[src/rtl/alu_pkg.sv]
// -----------------------------------------------------------------------------
// alu_pkg
// Shared constants and types for the ALU issue stage:
//   - one-hot ALU op encodings driven to the external ALU
//   - MIPS opcode / funct values recognised by the decoder
//   - operand-B select and branch-kind enumerations
// Optional feature macro used by the stage: ALU_ISSUE_OVF_EN (see alu_issue_stage).
// -----------------------------------------------------------------------------
package alu_pkg;

   // One-hot ALU operation codes; 5'b00000 means "no operation" (bubble/illegal)
   localparam logic [4:0] ALU_NOP = 5'b00000;
   localparam logic [4:0] ALU_ADD = 5'b00001;
   localparam logic [4:0] ALU_SUB = 5'b00010;
   localparam logic [4:0] ALU_AND = 5'b00100;
   localparam logic [4:0] ALU_SLT = 5'b01000;
   localparam logic [4:0] ALU_OR  = 5'b10000;

   // Primary opcodes, instruction[31:26]
   localparam logic [5:0] OP_RTYPE = 6'b000000;
   localparam logic [5:0] OP_LW    = 6'b100011;
   localparam logic [5:0] OP_SW    = 6'b101011;
   localparam logic [5:0] OP_ADDI  = 6'b001000;
   localparam logic [5:0] OP_BEQ   = 6'b000100;
   localparam logic [5:0] OP_BNE   = 6'b000101;
   localparam logic [5:0] OP_SLTI  = 6'b001010;
   localparam logic [5:0] OP_ANDI  = 6'b001100;
   localparam logic [5:0] OP_ORI   = 6'b001101;

   // R-type function codes, instruction[5:0]
   localparam logic [5:0] FN_ADD = 6'b100000;
   localparam logic [5:0] FN_SUB = 6'b100010;
   localparam logic [5:0] FN_AND = 6'b100100;
   localparam logic [5:0] FN_OR  = 6'b100101;
   localparam logic [5:0] FN_SLT = 6'b101010;

   typedef enum logic [1:0] {
      B_REG  = 2'd0,   // rt_val
      B_SEXT = 2'd1,   // sign-extended imm16
      B_ZEXT = 2'd2    // zero-extended imm16
   } bsel_e;

   typedef enum logic [1:0] {
      BR_NONE = 2'd0,
      BR_EQ   = 2'd1,
      BR_NE   = 2'd2
   } brkind_e;

endpackage

[src/rtl/alu_op_decoder.sv]
// -----------------------------------------------------------------------------
// alu_op_decoder
// Combinational MIPS opcode/funct decoder for the ALU issue stage.
// Ports:
//   opcode  [5:0]  in   instruction[31:26]
//   funct   [5:0]  in   instruction[5:0] (only meaningful for R-type)
//   alu_op  [4:0]  out  one-hot ALU op, 0 for undecodable instructions
//   bsel           out  operand-B source select
//   brkind         out  branch kind (none / beq / bne)
//   illegal        out  instruction not recognised
// -----------------------------------------------------------------------------
module alu_op_decoder
   import alu_pkg::*;
(
   input  logic [5:0] opcode,
   input  logic [5:0] funct,
   output logic [4:0] alu_op,
   output bsel_e      bsel,
   output brkind_e    brkind,
   output logic       illegal
);

   always_comb begin
      alu_op  = ALU_NOP;
      bsel    = B_REG;
      brkind  = BR_NONE;
      illegal = 1'b0;
      case (opcode)
         OP_RTYPE: begin
            case (funct)
               FN_ADD:  alu_op = ALU_ADD;
               FN_SUB:  alu_op = ALU_SUB;
               FN_AND:  alu_op = ALU_AND;
               FN_OR:   alu_op = ALU_OR;
               FN_SLT:  alu_op = ALU_SLT;
               default: illegal = 1'b1;
            endcase
         end
         OP_LW, OP_SW, OP_ADDI: begin
            alu_op = ALU_ADD;
            bsel   = B_SEXT;
         end
         OP_BEQ: begin
            alu_op = ALU_SUB;
            brkind = BR_EQ;
         end
         OP_BNE: begin
            alu_op = ALU_SUB;
            brkind = BR_NE;
         end
         OP_SLTI: begin
            alu_op = ALU_SLT;
            bsel   = B_SEXT;
         end
         OP_ANDI: begin
            alu_op = ALU_AND;
            bsel   = B_ZEXT;
         end
         OP_ORI: begin
            alu_op = ALU_OR;
            bsel   = B_ZEXT;
         end
         default: illegal = 1'b1;
      endcase
   end

endmodule

[src/rtl/alu_issue_stage.sv]
// -----------------------------------------------------------------------------
// alu_issue_stage
// Driving end of an external combinational 32-bit ALU. Decodes the instruction,
// registers op/operands into the EX entry (driven straight to the ALU), then
// captures the ALU result into the M entry one stage later.
// Optional feature: define ALU_ISSUE_OVF_EN to compute signed overflow for
// addi / R-add / R-sub; otherwise overflow is tied 0.
// Ports:
//   clk, rst                      clock, asynchronous active-high reset
//   in_valid/in_ready             ID-side handshake
//   opcode, funct, rs_val, rt_val, imm16, tag_in   instruction fields
//   flush                         kill the EX entry
//   alu_op, alu_a, alu_b          registered drive to the ALU
//   alu_out, alu_zero             ALU result and equality flag
//   out_valid/out_ready           MEM-side handshake
//   result, br_taken, tag_out, illegal, overflow   M entry contents
// -----------------------------------------------------------------------------
module alu_issue_stage
   import alu_pkg::*;
#(
   parameter int TAG_W  = 5,
   parameter int DATA_W = 32
)(
   input  logic              clk,
   input  logic              rst,
   input  logic              in_valid,
   output logic              in_ready,
   input  logic [5:0]        opcode,
   input  logic [5:0]        funct,
   input  logic [DATA_W-1:0] rs_val,
   input  logic [DATA_W-1:0] rt_val,
   input  logic [15:0]       imm16,
   input  logic [TAG_W-1:0]  tag_in,
   input  logic              flush,
   output logic [4:0]        alu_op,
   output logic [DATA_W-1:0] alu_a,
   output logic [DATA_W-1:0] alu_b,
   input  logic [DATA_W-1:0] alu_out,
   input  logic              alu_zero,
   output logic              out_valid,
   input  logic              out_ready,
   output logic [DATA_W-1:0] result,
   output logic              br_taken,
   output logic [TAG_W-1:0]  tag_out,
   output logic              illegal,
   output logic              overflow
);

   // Decode
   logic [4:0] dec_op;
   bsel_e      dec_bsel;
   brkind_e    dec_brkind;
   logic       dec_illegal;

   alu_op_decoder u_dec (
      .opcode  (opcode),
      .funct   (funct),
      .alu_op  (dec_op),
      .bsel    (dec_bsel),
      .brkind  (dec_brkind),
      .illegal (dec_illegal)
   );

   logic [DATA_W-1:0] b_sel;
   always_comb begin
      case (dec_bsel)
         B_SEXT:  b_sel = {{(DATA_W-16){imm16[15]}}, imm16};
         B_ZEXT:  b_sel = {{(DATA_W-16){1'b0}}, imm16};
         default: b_sel = rt_val;
      endcase
   end

   // EX entry
   logic              e_valid_q, e_valid_d;
   logic [4:0]        alu_op_q;
   logic [DATA_W-1:0] alu_a_q, alu_b_q;
   logic [TAG_W-1:0]  e_tag_q;
   brkind_e           e_brkind_q;
   logic              e_illegal_q;

   // M entry
   logic              out_valid_q, out_valid_d;
   logic [DATA_W-1:0] result_q;
   logic              br_taken_q;
   logic [TAG_W-1:0]  tag_out_q;
   logic              illegal_q;

   logic e_adv, accept, m_load, br_now;

   always_comb begin
      e_adv    = !out_valid_q || out_ready;
      // A flush in the same cycle refuses the incoming instruction
      in_ready = !flush && (!e_valid_q || e_adv);
      accept   = in_valid && in_ready;
      // A flushed EX entry never reaches M
      m_load   = e_valid_q && e_adv && !flush;
      br_now   = ((e_brkind_q == BR_EQ) && alu_zero) ||
                 ((e_brkind_q == BR_NE) && !alu_zero);
      e_valid_d   = accept ? 1'b1 : (e_valid_q && !flush && !e_adv);
      out_valid_d = m_load ? 1'b1 : (out_valid_q && !out_ready);
   end

   always_ff @(posedge clk or posedge rst) begin
      if (rst) begin
         e_valid_q   <= 1'b0;
         alu_op_q    <= ALU_NOP;
         alu_a_q     <= '0;
         alu_b_q     <= '0;
         e_tag_q     <= '0;
         e_brkind_q  <= BR_NONE;
         e_illegal_q <= 1'b0;
         out_valid_q <= 1'b0;
         result_q    <= '0;
         br_taken_q  <= 1'b0;
         tag_out_q   <= '0;
         illegal_q   <= 1'b0;
      end else begin
         e_valid_q <= e_valid_d;
         if (accept) begin
            alu_op_q    <= dec_op;
            alu_a_q     <= rs_val;
            alu_b_q     <= b_sel;
            e_tag_q     <= tag_in;
            e_brkind_q  <= dec_brkind;
            e_illegal_q <= dec_illegal;
         end else if (!e_valid_d) begin
            // Bubble: op goes to NOP, operands keep their last values
            alu_op_q <= ALU_NOP;
         end
         out_valid_q <= out_valid_d;
         if (m_load) begin
            result_q   <= alu_out;
            br_taken_q <= br_now;
            tag_out_q  <= e_tag_q;
            illegal_q  <= e_illegal_q;
         end
      end
   end

`ifdef ALU_ISSUE_OVF_EN
   // Only addi and R-add/R-sub are overflow-checked; lw/sw/beq/bne share the
   // add/sub ops but must never flag.
   logic e_ovf_chk_q, overflow_q, ovf_now;
   logic sa, sb, so;

   always_comb begin
      sa = alu_a_q[DATA_W-1];
      sb = alu_b_q[DATA_W-1];
      so = alu_out[DATA_W-1];
      ovf_now = e_ovf_chk_q &&
                (((alu_op_q == ALU_ADD) && (sa == sb) && (so != sa)) ||
                 ((alu_op_q == ALU_SUB) && (sa != sb) && (so != sa)));
   end

   always_ff @(posedge clk or posedge rst) begin
      if (rst) begin
         e_ovf_chk_q <= 1'b0;
         overflow_q  <= 1'b0;
      end else begin
         if (accept)
            e_ovf_chk_q <= (opcode == OP_ADDI) ||
                           ((opcode == OP_RTYPE) && ((funct == FN_ADD) || (funct == FN_SUB)));
         if (m_load)
            overflow_q <= ovf_now;
      end
   end

   assign overflow = overflow_q;
`else
   assign overflow = 1'b0;
`endif

   assign alu_op    = alu_op_q;
   assign alu_a     = alu_a_q;
   assign alu_b     = alu_b_q;
   assign out_valid = out_valid_q;
   assign result    = result_q;
   assign br_taken  = br_taken_q;
   assign tag_out   = tag_out_q;
   assign illegal   = illegal_q;

endmodule

[config.mk]
export PLATFORM = sky130hd
export DESIGN_NAME = alu_issue_stage
export DESIGN_NICKNAME = d
export VERILOG_FILES = /design/src/rtl/alu_pkg.sv /design/src/rtl/alu_op_decoder.sv /design/src/rtl/alu_issue_stage.sv
export SDC_FILE = /design/constraint.sdc
export NUM_CORES = 1
export LEC_CHECK = 0
export ABC_AREA = 1
export CORE_UTILIZATION = 35
export DETAILED_ROUTE_END_ITERATION = 16
export GPL_TIMING_DRIVEN = 0
export HOLD_SLACK_MARGIN = 0.12
export MAX_ROUTING_LAYER = met4
export PLACE_DENSITY_LB_ADDON = 0.3
export SLEW_MARGIN = 30
export SYNTH_ARGS = -nofsm -noshare
export SYNTH_HDL_FRONTEND = slang
export SYNTH_SLANG_ARGS = --single-unit
[constraint.sdc]
create_clock -name clk -period 6.1 [get_ports clk]
set_input_delay 1.22 -clock clk [delete_from_list [all_inputs] [get_ports clk]]
set_output_delay 1.22 -clock clk [all_outputs]
set_load 0.05 [all_outputs]
Yosys cells after proc, flatten, opt, wreduce, memory -nomap -nowiden
Cells that the tools add are included.
Widths: inputs -> output; s select.
{"block": "word_totals", "ff_bits": 118, "word_cells": 66}
{"block": "op_classes", "eq_ne": 18, "n_mux": 11, "n_reduce_logical": 25}
{"operator": "$pmux 32 s2", "count": 1}
{"operator": "$eq 6x6->1 const B", "count": 7}
{"operator": "$pmux 5 s6", "count": 1}
{"operator": "$pmux 5 s5", "count": 1}
{"operator": "$eq 6x4->1 const B", "count": 4}
{"operator": "$eq 6x3->1 const B", "count": 2}
{"operator": "$mux 5", "count": 2}
{"operator": "$logic_and 1x1->1", "count": 9}
{"operator": "$pmux 2 s2", "count": 2}
{"operator": "$reduce_or 8->1", "count": 1}
{"operator": "$logic_not 1->1", "count": 6}
{"operator": "$logic_not 6->1", "count": 1}
{"operator": "$reduce_or 5->1", "count": 1}
{"operator": "$eq 2x1->1 const B", "count": 2}
{"operator": "$eq 2x2->1 const B", "count": 2}
{"operator": "$reduce_or 2->1", "count": 2}
{"operator": "$reduce_or 4->1", "count": 1}
{"operator": "$logic_or 1x1->1", "count": 3}
{"operator": "$mux 1", "count": 3}
{"operator": "$reduce_or 3->1", "count": 1}
{"operator": "$ne 2x1->1 const B", "count": 1}
{"operator": "$pmux 1 s2", "count": 1}

Longest topological paths before layout
Gate-level depths: netlist of the first run.
{"block": "depth", "ltp_word": 8, "ltp_mapped": 14, "depth_no_buf": 13}

Cells and area by module
From an unflattened synthesis of the first run, not the netlist that was laid out.
{"block": "unflattened", "hier_cells": 670, "area_unflattened_um2": 5213.8}
{"module": "alu_issue_stage", "instances": 1, "cells_per_inst": 606, "area_per_inst_um2": 4928.5, "seq_area_each_um2": 2952.8}
{"module": "alu_op_decoder", "instances": 1, "cells_per_inst": 64, "area_per_inst_um2": 285.3, "seq_area_each_um2": 0.0}

Worst setup path after synthesis of the first run
OpenSTA, ideal clock, no wires.
{"block": "synth_path", "path_type": "in2out", "startpoint": "in out_ready", "endpoint": "out in_ready", "t_arrival_ns": 1.584, "required_time_ns": 4.880, "path_slack_ns": 3.296, "stages": 4, "n_path_buf": 0, "cell_sequence": "nor2_2 nand2_1 nand2_1 inv_2"}
{"block": "synth_via", "elab_chain_len": 3}
{"item": "start, declared", "line": "alu_issue_stage.sv:41", "text": "input logic out_ready,"}
{"item": "$logic_or 1x1->1", "line": "alu_issue_stage.sv:91", "text": "e_adv = !out_valid_q || out_ready;"}
{"item": "$logic_or 1x1->1", "line": "alu_issue_stage.sv:93", "text": "in_ready = !flush && (!e_valid_q || e_adv);"}
{"item": "$logic_and 1x1->1", "line": "alu_issue_stage.sv:93"}
{"item": "end, declared", "line": "alu_issue_stage.sv:27", "text": "output logic in_ready,"}
Every way passes these cells.

Worst setup path after layout of the first run
Same ends and word-level chain as after synthesis.

==> impl_metrics.ini, run 1 <==
[final_layout]
syn_to_final_growth_pct = 63.1
fin_util = 0.594
layout-drive-gt1-share = 0.131
layout_common_cells = clkdlybuf4s50_1, nand2_1, dfrtp_1
layout_commonest_cell = clkdlybuf4s50_1
n_antenna_cell = 0
instances_no_fill = 980
fin_nets = 925

[route]
routedWlPerCell_um = 14.7
routed_wl_um = 14400
initialDrtViolationCount = 187
ant_nets = 0
vias = 4562
vias_per_cell = 4.66
first_pass_iters = 4
drc = 0

[logic_synthesis]
synth_flop_cell = dfrtp_1
async_flop_share = 1.00
yosysTopAreaCell = dfrtp_1
ys_types = 30
ys_seq_area_frac = 0.578
synth-warning-count = 0
synth_edf_count = 0
synth_top_area_frac = 0.578
synth_nets = 661
synthTopCellsByArea = dfrtp_1, nand2_1, mux2_2
avgSynthCellArea_um2 = 9.75
ys_ff_latch = 118
syn_inst = 524
syn_area_um2 = 5110

[pwr]
leakagePower_nw = 3.85
p_per_area_nw_per_um2 = 348
peakVddDrop_mv = 0.160

[setup_path]
crit_arrival_ns = 2.78
crit_buf_inv = 3
crit_chain = clkdlybuf4s50_1 -> nor2_2 -> nand2_1 -> nand2_1 -> inv_2 -> clkdlybuf4s50_1
critical_path.top_delay_family = buffers and inverters
cp_max_fo = 3
slowest_delay_ns = 0.83
worstSetupStartpointType = primary input
required_ns = 4.88
cp_slowest_cell = clkdlybuf4s50_1
crit_path_end_kind = output port
path_class = primary input to output port

[sta]
rsz0062_at_grt = no
setup_ws_ns = 2.10
clock.fmax_mhz = 250
hold_slack_ns = 0.477
finalClockSkew_ns = 0.00800
finalCriticalPeriod_ns = 4.00
slew_violations = 0
max-slew-margin-rel = 0.640
finalCritPeriodShare = 0.655
worst_slew_pin_slew_ns = 0.538
tns_ns = 0
hold_viol = 0
setup_viol_count_final = 0

[global_routing]
grt_pass1_wl_um = 22200
grt_antenna_before_repair = 0
grt_max_degree = 74
grt_pass1_vias = 4627
globalRouteTotalUtil = 0.198
grt_overflow = 0

[placement]
port_buffers = 244
dp.cells = 949
dp_hpwl_um = 10900
preCtsSetupSlack_ns = 2.09
place_congestion = 0.797

[clock_tree]
cts_tree = built
clockBufferDepth = 2
clk_pin_slew_ns = 0.05
insertion_delay_ns = 0.40
cts-htree-levels = 4
clock-root-buffer = clkbuf_16
postCtsResizedCells = 0
cts_buffers = 17
postCtsSetupBuffers = 0
ctsHoldBuffers = 0
cts.sinks = 118

[floorplanning]
start_util = 0.364
design.core.area_um2 = 14000
dieWidth_um = 123
die_area_um2 = 15100
rows = 43
die_h_um = 123
pin_count = 246

[run_status]
status = finished, final reports clean

[hold_path]
worstHoldPathType = register to register

[flow_run]
maxCapViolations = 0
-- flip-flops by register name, indices dropped and copies added, names as in the netlist --
register and cells:
e_illegal_q 1, alu_b 32, e_tag_q 5, out_valid 1, br_taken 1, tag_out 5
result 32, e_brkind_q 2, illegal 1, alu_op 5, e_valid_q 1, alu_a 32
-- metal layers --
layer	routed length [um]	vias up	track usage	share of wire
li1	-	2222	-	-
met4	220	0	0.0648	0.015
met2	7180	170	0.337	0.50
met5	0	-	-	0
met3	1010	20	0.0562	0.070
met1	6020	2150	0.222	0.42
-- synthesized netlist by cell type, types with 3 or more instances --
cell and n:
inv_2 4, buf_2 14, mux2_2 30, nor2_4 4
inv_1 25, a21oi_1 32, dfrtp_1 118, o31ai_1 16
nor2_1 32, nand2_1 183, mux2_4 3, buf_4 3
mux2_1 5, nand4_1 3, nand3_1 10, o21ai_0 20
buf_6 7
-- stage by stage --
step,total power [mW],area [um2]
2_1_floorplan,1.63,5110
3_3_place_gp,2.02,7780
3_5_place_dp,2.05,7810
4_1_cts,2.93,8340
5_1_grt,3.03,8340
6_report,2.90,8340
-- cell type report --
type | instances | area, um2
buffer | 27 | 204
clock buffer | 18 | 439
clock inverter | 13 | 85.1
fill | 1192 | 5700
inverter | 29 | 116
multi-input combinational | 350 | 1850
sequential | 118 | 2950
tap | 180 | 225
timing repair buffer | 245 | 2470
-- cell families (layout without fill, tap and decap cells) --
| family | after synthesis | after routing | share of synthesized area |
|---|---|---|---|
| AND/OR/NAND/NOR | 237 | 237 | 0.190 |
| flip-flops | 118 | 118 | 0.578 |
| AO/OA/AOI/OAI | 72 | 72 | 0.0793 |
| buffers and inverters | 56 | 332 | 0.0612 |
| multiplexers | 38 | 38 | 0.0859 |
| adder cells (fa/ha/maj) | 2 | 2 | 0.00490 |
| other | 1 | 1 | 0.000734 |
-- power by group --
group | leakage (nW) | switching, mW | internal, mW | total (mW)
clock network | 0.261 | 0.354 | 0.523 | 0.877
registers | 1.46 | 0.0716 | 0.917 | 0.989
logic | 2.13 | 0.650 | 0.388 | 1.04
total | 3.85 | 1.08 | 1.83 | 2.90
-- worst paths after layout --
check                           startpoint          to  slack (ns)  depth (start not counted)
worst max-delay path             out_ready    in_ready        2.10                          6
worst min-delay path            e_tag_q[3]  e_tag_q[3]        0.48                          2
worst max register to register   out_valid  result[17]        4.70                          6
worst min register to register  e_tag_q[3]  e_tag_q[3]        0.48                          2
max in group asynchronous              rst   alu_b[14]        4.23                          3
min in group asynchronous              rst    alu_a[8]        1.20                          2
-- worst reg2reg max path: cells and delay by family (launching register included) --
kind	cells	cell delay (ns)
AND/OR/NAND/NOR	2	0.25
multiplexers	1	0.35
flip-flops	1	0.34
buffers and inverters	3	0.35
Note: power is estimated with default switching activity, not from simulation.
==> inputs of run 2 (changes only) <==
==> constraint.sdc (replaced) <==
create_clock -name clk -period 3.3 [get_ports clk]
set_input_delay 0.66 -clock clk [delete_from_list [all_inputs] [get_ports clk]]
set_output_delay 0.66 -clock clk [all_outputs]
set_load 0.05 [all_outputs]
==> run 2 against run 1 <==
Final cell count increased by 0.41%. Clock-buffer cell count increased by 7. Setup slack got worse by 1.7 ns. Global-route usage increased by 0.31 points. Combinational power increased by 86%. Utilization increased by 0.80 points. Largest power group unchanged. Non-clock buffer count increased by 3. Hold slack improved by 0.0011 ns. Critical path depth unchanged. First-iteration DRC count decreased by 5.9%. Clock skew decreased by 0.0029 ns. Wire length decreased by 0.97%.
==> impl_metrics.ini, run 2 (synthesized netlist as in run 1, its figures left out) <==
[placement]
place_congestion = 0.796
port_buffers = 244
dp_hpwl_um = 10800

[setup_path]
required_ns = 2.64
cp_max_fo = 3
crit_path_end_kind = output port
path_class = primary input to output port
crit_arrival_ns = 2.23
cp_slowest_cell = clkdlybuf4s50_1
crit_chain = clkdlybuf4s50_1 -> nor2_2 -> nand2_1 -> nand2_1 -> inv_2 -> clkdlybuf4s50_1
worstSetupStartpointType = primary input
slowest_delay_ns = 0.82

[sta]
worst_slew_pin_slew_ns = 0.558
clock.fmax_mhz = 347
finalCritPeriodShare = 0.874
setup_viol_count_final = 0
finalClockSkew_ns = 0.00510
finalCriticalPeriod_ns = 2.89
tns_ns = 0
hold_viol = 0
max-slew-margin-rel = 0.627
slew_violations = 0
rsz0062_at_grt = no

[floorplanning]
dieWidth_um = 123
die_area_um2 = 15100
start_util = 0.364
pin_count = 246
die_h_um = 123
rows = 43
design.core.area_um2 = 14000

[global_routing]
grt_antenna_before_repair = 0
grt_max_degree = 31
grt_overflow = 0
grt_pass1_wl_um = 22400
globalRouteTotalUtil = 0.201
grt_pass1_vias = 4629

[route]
vias = 4547
routed_wl_um = 14300
initialDrtViolationCount = 176
routedWlPerCell_um = 14.5
first_pass_iters = 6
drc = 0
ant_nets = 0
vias_per_cell = 4.62

[clock_tree]
ctsHoldBuffers = 0
postCtsResizedCells = 0
postCtsSetupBuffers = 0
clock-root-buffer = clkbuf_16
clockBufferDepth = 2
clk_pin_slew_ns = 0.05
cts_buffers = 17
cts_tree = built
cts.sinks = 118
cts-htree-levels = 4
insertion_delay_ns = 0.40

[pwr]
clockPowerShare = 0.323
leakagePower_nw = 3.90
p_sw_frac = 0.352
p_int_mw = 3.59
peakVddDrop_mv = 0.348
p_per_area_nw_per_um2 = 656
fin_total_pwr_mw = 5.55
seq_power_share = 0.329
power_frac_comb = 0.348
switchingPower_mw = 1.95

[final_layout]
layout_commonest_cell = clkdlybuf4s50_1
layout_common_cells = clkdlybuf4s50_1, nand2_1, dfrtp_1
layout-drive-gt1-share = 0.129
n_antenna_cell = 0
fin_nets = 928
syn_to_final_growth_pct = 65.3

[flow_run]
maxCapViolations = 0

[run_status]
status = finished, final reports clean

[hold_path]
worstHoldPathType = register to register
-- run 2: changes by cell type in the layout (fill, tap and decap cells not counted) --
cell,previous run,this run
buf_12,0,3
bufinv_16,0,2
clkbuf_1,0,5
clkbuf_8,2,4
clkinv_2,7,2
clkinv_4,3,2
inv_6,1,0
inv_8,1,0
-- run 2: area by class of cell --
type	count	area [um2]
tap	180	225
inverter	29	113
sequential	118	2950
timing repair buffer	248	2530
multi-input combinational	350	1850
fill	1178	5590
buffer	27	204
clock buffer	25	485
clock inverter	7	95.1
-- run 2: metal layers --
layer	global-route usage	vias to the layer above	wire (um)
met5	-	-	0
met4	0.0831	0	325
met3	0.0539	26	894
met2	0.321	185	6860
met1	0.239	2115	6210
li1	-	2221	-
-- run 2: through the flow --
stage / std cells / cell area [um2] / hold WS (ns) / util / worst slack, ns
detailed placement: 952 / 7870 / 0.464 / 0.560 / 0.234
global placement: 948 / 7780 / 0.458 / 0.554 / 0.115
finish: 984 / 8450 / 0.478 / 0.602 / 0.415
floorplan: 524 / 5110 / 0.445 / - / 1.14
global route: 984 / 8450 / 0.501 / 0.602 / 0.341
CTS: 984 / 8450 / 0.479 / 0.602 / 0.409
-- run 2: power by group through the flow --
stage / combinational (mW) / clock [mW] / sequential (mW)
global placement: 1.91 / 0 / 1.84
global route: 2.03 / 1.91 / 1.86
CTS: 1.95 / 1.83 / 1.83
finish: 1.93 / 1.79 / 1.83
floorplan: 0.338 / 0 / 2.68
detailed placement: 1.94 / 0 / 1.85
-- run 2: worst max-delay path, delay by kind of cell --
kind / cells / cell delay (ns)
buf+inv: 3 / 1.39
simple gates: 3 / 0.16
-- run 2: worst paths after layout --
kind | cells after the start | endpoint | slack (ns) | start
worst max-delay path | 6 | in_ready | 0.41 | out_ready
worst min-delay path | 2 | e_tag_q[2] | 0.48 | e_tag_q[2]
worst max register to register | 6 | result[14] | 1.90 | out_valid
worst min register to register | 2 | e_tag_q[2] | 0.48 | e_tag_q[2]
max in group asynchronous | 4 | alu_op[4] | 1.97 | rst
min in group asynchronous | 2 | result[3] | 0.63 | rst
==> RTL change 1, RTL diff (flow settings as in run 2) <==
Build with the macro `ALU_ISSUE_OVF_EN` defined.
--- a/src/rtl/alu_issue_stage.sv
+++ b/src/rtl/alu_issue_stage.sv
@@ -15,6 +15,8 @@
 //   out_valid/out_ready           MEM-side handshake
 //   result, br_taken, tag_out, illegal, overflow   M entry contents
 // -----------------------------------------------------------------------------
+`define ALU_ISSUE_OVF_EN
+
 module alu_issue_stage
    import alu_pkg::*;
 #(
Check against the original RTL: not equivalent (a bounded check fails within 4 cycles, from zero or initial values and one cycle with rst high).
==> RTL change 1 against run 2 <==
Power grew 2.6%; sequential power about the same; sequential cell count increased by 2; synthesized area is 1.1% higher; routed wire length grew 7.0%; clock skew is 0.66 ps lower; combinational power fell by 6%; critical path depth stayed put; final area rose by 1.7%; setup slack gained 49 ps.
==> RTL change 1: results (changes against run 2) <==
- Status: completed (unchanged)
- P_clk: 2.06 mW (was 1.79 mW)
- Cells after Synth: 621 (was 524)
- Seq/Total Area, Yosys: 58.1% (was 57.8%)
- HPWL after DPL: 11,400 um (was 10,800 um)
- Vias: 4,926 (was 4,547)
- DR WL met3: 930 um (was 894 um)
- Crit path DAT: 2180 ps (was 2230 ps)
- Met2 WL: 7310 um (was 6860 um)
- Non-clock buffer count: 279 (was 275)
- First-pass GRT wire length: 23,200 um (was 22,400 um)
- Routability Congestion: 0.823 (was 0.796)
- Comb_multi_in: 440 (was 350)
- Top cells by count, synth: nand2_1, dfrtp_1, nor2_1, a21oi_1, inv_1 (was nand2_1, dfrtp_1, a21oi_1, nor2_1, mux2_2)
- Register share of the cell area: 34.9% (about the same)
- Inverters: 31 (was 29)
- Row count: 44 (was 43)
- Post-synthesis compound-gate area fraction: 8.04% (was 7.93%)
- Sw frac: 33.9% (was 35.2%)
- DR iter-0 viols: 192 (was 176)
- GR Util met2: 33.7% (was 32.1%)
- Fillcell total: 1,307 (was 1,178)
- Fin Clk Skew: 4.44 ps (was 5.10 ps)
- Largest net degree at the start of global routing: 30 (was 31)
- Dpl ws: 183 ps (was 234 ps)
- Post-synthesis adder-cell area fraction: 0.484% (was 0.490%)
- Nets@finish: 1,026 (was 928)
- Syn nets: 758 (was 661)
- # clock sinks: 120 (was 118)
- LEAKAGE: 4.15 nW (was 3.90 nW)
- Maximum vdd drop: 0.352 mV (was 0.348 mV)
- PortBufs: 245 (was 244)
- Clk cell area share: 7.59% (was 6.87%)
- Clk pwr share: 36.1% (was 32.3%)
- CLK BUF: 23 (was 25)
- Synth cell types: 24 (was 30)
- Mux cell area share after synthesis: 0% (was 8.59%)
[RTL change 1: changes by cell type after synthesis, sizes merged, moves of 2 or more]
cell,delta
nand3,-2
inv,+2
dfrtp,+2
mux2,-38
o21ai,+3
buf,+3
nor3,+2
nand4,+2
nand2,+119
nor2,+2
[RTL change 1: cell families (layout without fill, tap and decap cells)]
logic type | Yosys count | in the layout
xor gates and xnor gates | 2 | 2
buffers and inverters | 61 | 340
and+or+nand+nor | 361 | 361
DFF | 120 | 120
adders and majority gates | 2 | 2
AOI/OAI and AO/OA | 75 | 75
[RTL change 1: worst paths after layout]
check                      startpoint           to  slack (ps)  cells after the start
setup / recovery            out_ready     in_ready         460                      6
hold / removal             e_tag_q[3]   tag_out[3]         470                      2
setup reg to reg            out_valid  e_illegal_q        1890                     10
hold reg to reg            e_tag_q[3]   tag_out[3]         470                      2
max in group asynchronous         rst    alu_a[21]        1900                      4
min in group asynchronous         rst    alu_b[24]         690                      2
==> RTL change 2, RTL diff (settings of run 2) <==
Made on the original files. Encoding of `brkind_e`: now one-hot (3 bits for 3 values).
--- a/src/rtl/alu_pkg.sv
+++ b/src/rtl/alu_pkg.sv
@@ -40,10 +40,10 @@
       B_ZEXT = 2'd2    // zero-extended imm16
    } bsel_e;
 
-   typedef enum logic [1:0] {
-      BR_NONE = 2'd0,
-      BR_EQ   = 2'd1,
-      BR_NE   = 2'd2
+   typedef enum logic [2:0] {
+      BR_NONE = 3'b001,
+      BR_EQ   = 3'b010,
+      BR_NE   = 3'b100
    } brkind_e;
 
 endpackage
Check against the original RTL: same outputs for any inputs over 10 cycles, from zero or initial values and one cycle with rst high; not proved beyond that.
==> RTL change 2 against run 2 <==
Routed wire length grew 2.1%; final area rose by 0.90%; sequential cell count rose by 1; power fell by 0.88%; setup slack got worse by 20 ps; clock power rose by 6%; synthesized area rose by 0.93%.
==> RTL change 2: results (changes against run 2) <==
- Ys Warns: 0 (unchanged)
- Placed cell area: 7920 um^2 (was 7870 um^2)
- LEAKAGE: 4.04 nW (was 3.90 nW)
- DR iter-0 viols: 195 (was 176)
- Post_cts resized: 0 (unchanged)
- Num CTS Buffers: 17 (unchanged)
- Crit path DAT: 2250 ps (was 2230 ps)
- Skew-Pair Late Insertion Delay: 420 ps (was 400 ps)
- Setup Buffers After CTS: 0 (unchanged)
- Worst min-delay path class: reg2reg (unchanged)
- Nets@finish: 1,030 (was 928)
- Max H-tree Level: 4 (unchanged)
- Worst-path clk slew: 60 ps
- Asr flop ratio synth: 100% (unchanged)
- Syn nets: 763 (was 661)
- Seq/Total Area, Yosys: 57.7% (was 57.8%)
- Total GRT Usage: 20.6% (was 20.1%)
- PortBufs: 244 (unchanged)
- Top post-synthesis cells by area: dfrtp_1, nand2_1, o21ai_0 (was dfrtp_1, nand2_1, mux2_2)
- Largest net degree at the start of global routing: 28 (was 31)
- Vias per cell: 4.51 (was 4.62)
- R2R setup slack: 1870 ps (was 1900 ps)
- Non-Filler Instances: 1,090 (was 984)
- Root Buffer Master: clkbuf_16 (unchanged)
- Top cells by count, synth: nand2_1, dfrtp_1, o21ai_0, inv_1, o21ai_1 (was nand2_1, dfrtp_1, a21oi_1, nor2_1, mux2_2)
- Fillcell total: 1,317 (was 1,178)
- Crit path time final: 2910 ps (was 2890 ps)
- Status: completed (unchanged)
- Total gr overflow: 0 (unchanged)
- Layout cells sized above 1: 8.17% (was 12.9%)
- Initial antenna violation count: 0 (unchanged)
- DRT Pass-1 Iters: 4 (was 6)
- HPWL after DPL: 10,800 um (about the same)
- Max Fanout on Critical Path: 3 (unchanged)
- Vias in the first global route: 4,808 (was 4,629)
- Cells after Synth: 626 (was 524)
- First-pass GRT wire length: 23,100 um (was 22,400 um)
- Dpl ws: 200 ps (was 234 ps)
- N_diodes: 0 (unchanged)
- Wire per inst: 13.4 um (was 14.5 um)
- Hold_ws: 467 ps (was 478 ps)
- Fin Clk Skew: 7.27 ps (was 5.10 ps)
- Max Root-Sink Buffers: 2 (unchanged)
- Routability Congestion: 0.824 (was 0.796)
- Slew HR: 58.8% (was 62.7%)
- Maximum vdd drop: 0.334 mV (was 0.348 mV)
- Synth cell types: 23 (was 30)
-- RTL change 2: cell count changes after synthesis, sizes merged, moves of 5 or more --
cell / delta
nor2: -14
o31ai: -16
a21oi: -16
mux2: -38
nand2: +145
o21ai: +35
clkbuf: +5
-- RTL change 2: final timing paths --
path | cells past startpoint | startpoint | end
max in group asynchronous | 5 | rst | alu_a[9]
min in group asynchronous | 2 | rst | result[16]
worst max register to register | 10 | out_valid | alu_b[9]
worst min-delay path | 2 | result[8] | result[8]
worst max-delay path | 6 | out_ready | in_ready
worst min register to register | 2 | result[8] | result[8]
-- RTL change 2: final cells by class --
type / instances / area, um^2 / share of cell area [%]
Sequential cell: 119 / 2980 / 34.9
Clock buffer: 18 / 429 / 5.03
Multi-Input combinational cell: 446 / 1860 / 21.8
Buffer: 32 / 209 / 2.45
Tap cell: 184 / 230 / 2.70
Timing Repair Buffer: 248 / 2530 / 29.7
Inverter: 29 / 115 / 1.35
Clock inverter: 14 / 175 / 2.05
-- RTL change 2: cells by family after synthesis --
logic type | synth area share [%]
flops | 57.7
other cells | 0.0727
fa+ha+maj | 0.485
simple gates | 28.2
compound gates | 7.25
buf+inv | 6.21
-- RTL change 2: per-layer routing --
metal  global-route usage [%]  vias to the layer above  routed length (um)
met4                     6.63                        0                 226
li1                         -                     2474                   -
met2                     33.2                      176                6900
met5                        -                        -                   0
met3                     7.20                       20                1080
met1                     24.1                     2246                6390
-- RTL change 2: worst max-delay path, stage by stage --
cell and delay, ps:
clkdlybuf4s50_1 510, nor2_4 60, nand2_1 70, nand2_2 70, inv_1 60, clkdlybuf4s50_1 810
-- RTL change 2: power breakdown --
| part | internal (mW) | switching (mW) |
|---|---|---|
| clock | 1.19 | 0.701 |
| combinational | 0.638 | 1.15 |
| sequential | 1.69 | 0.123 |
| total | 3.52 | 1.98 |
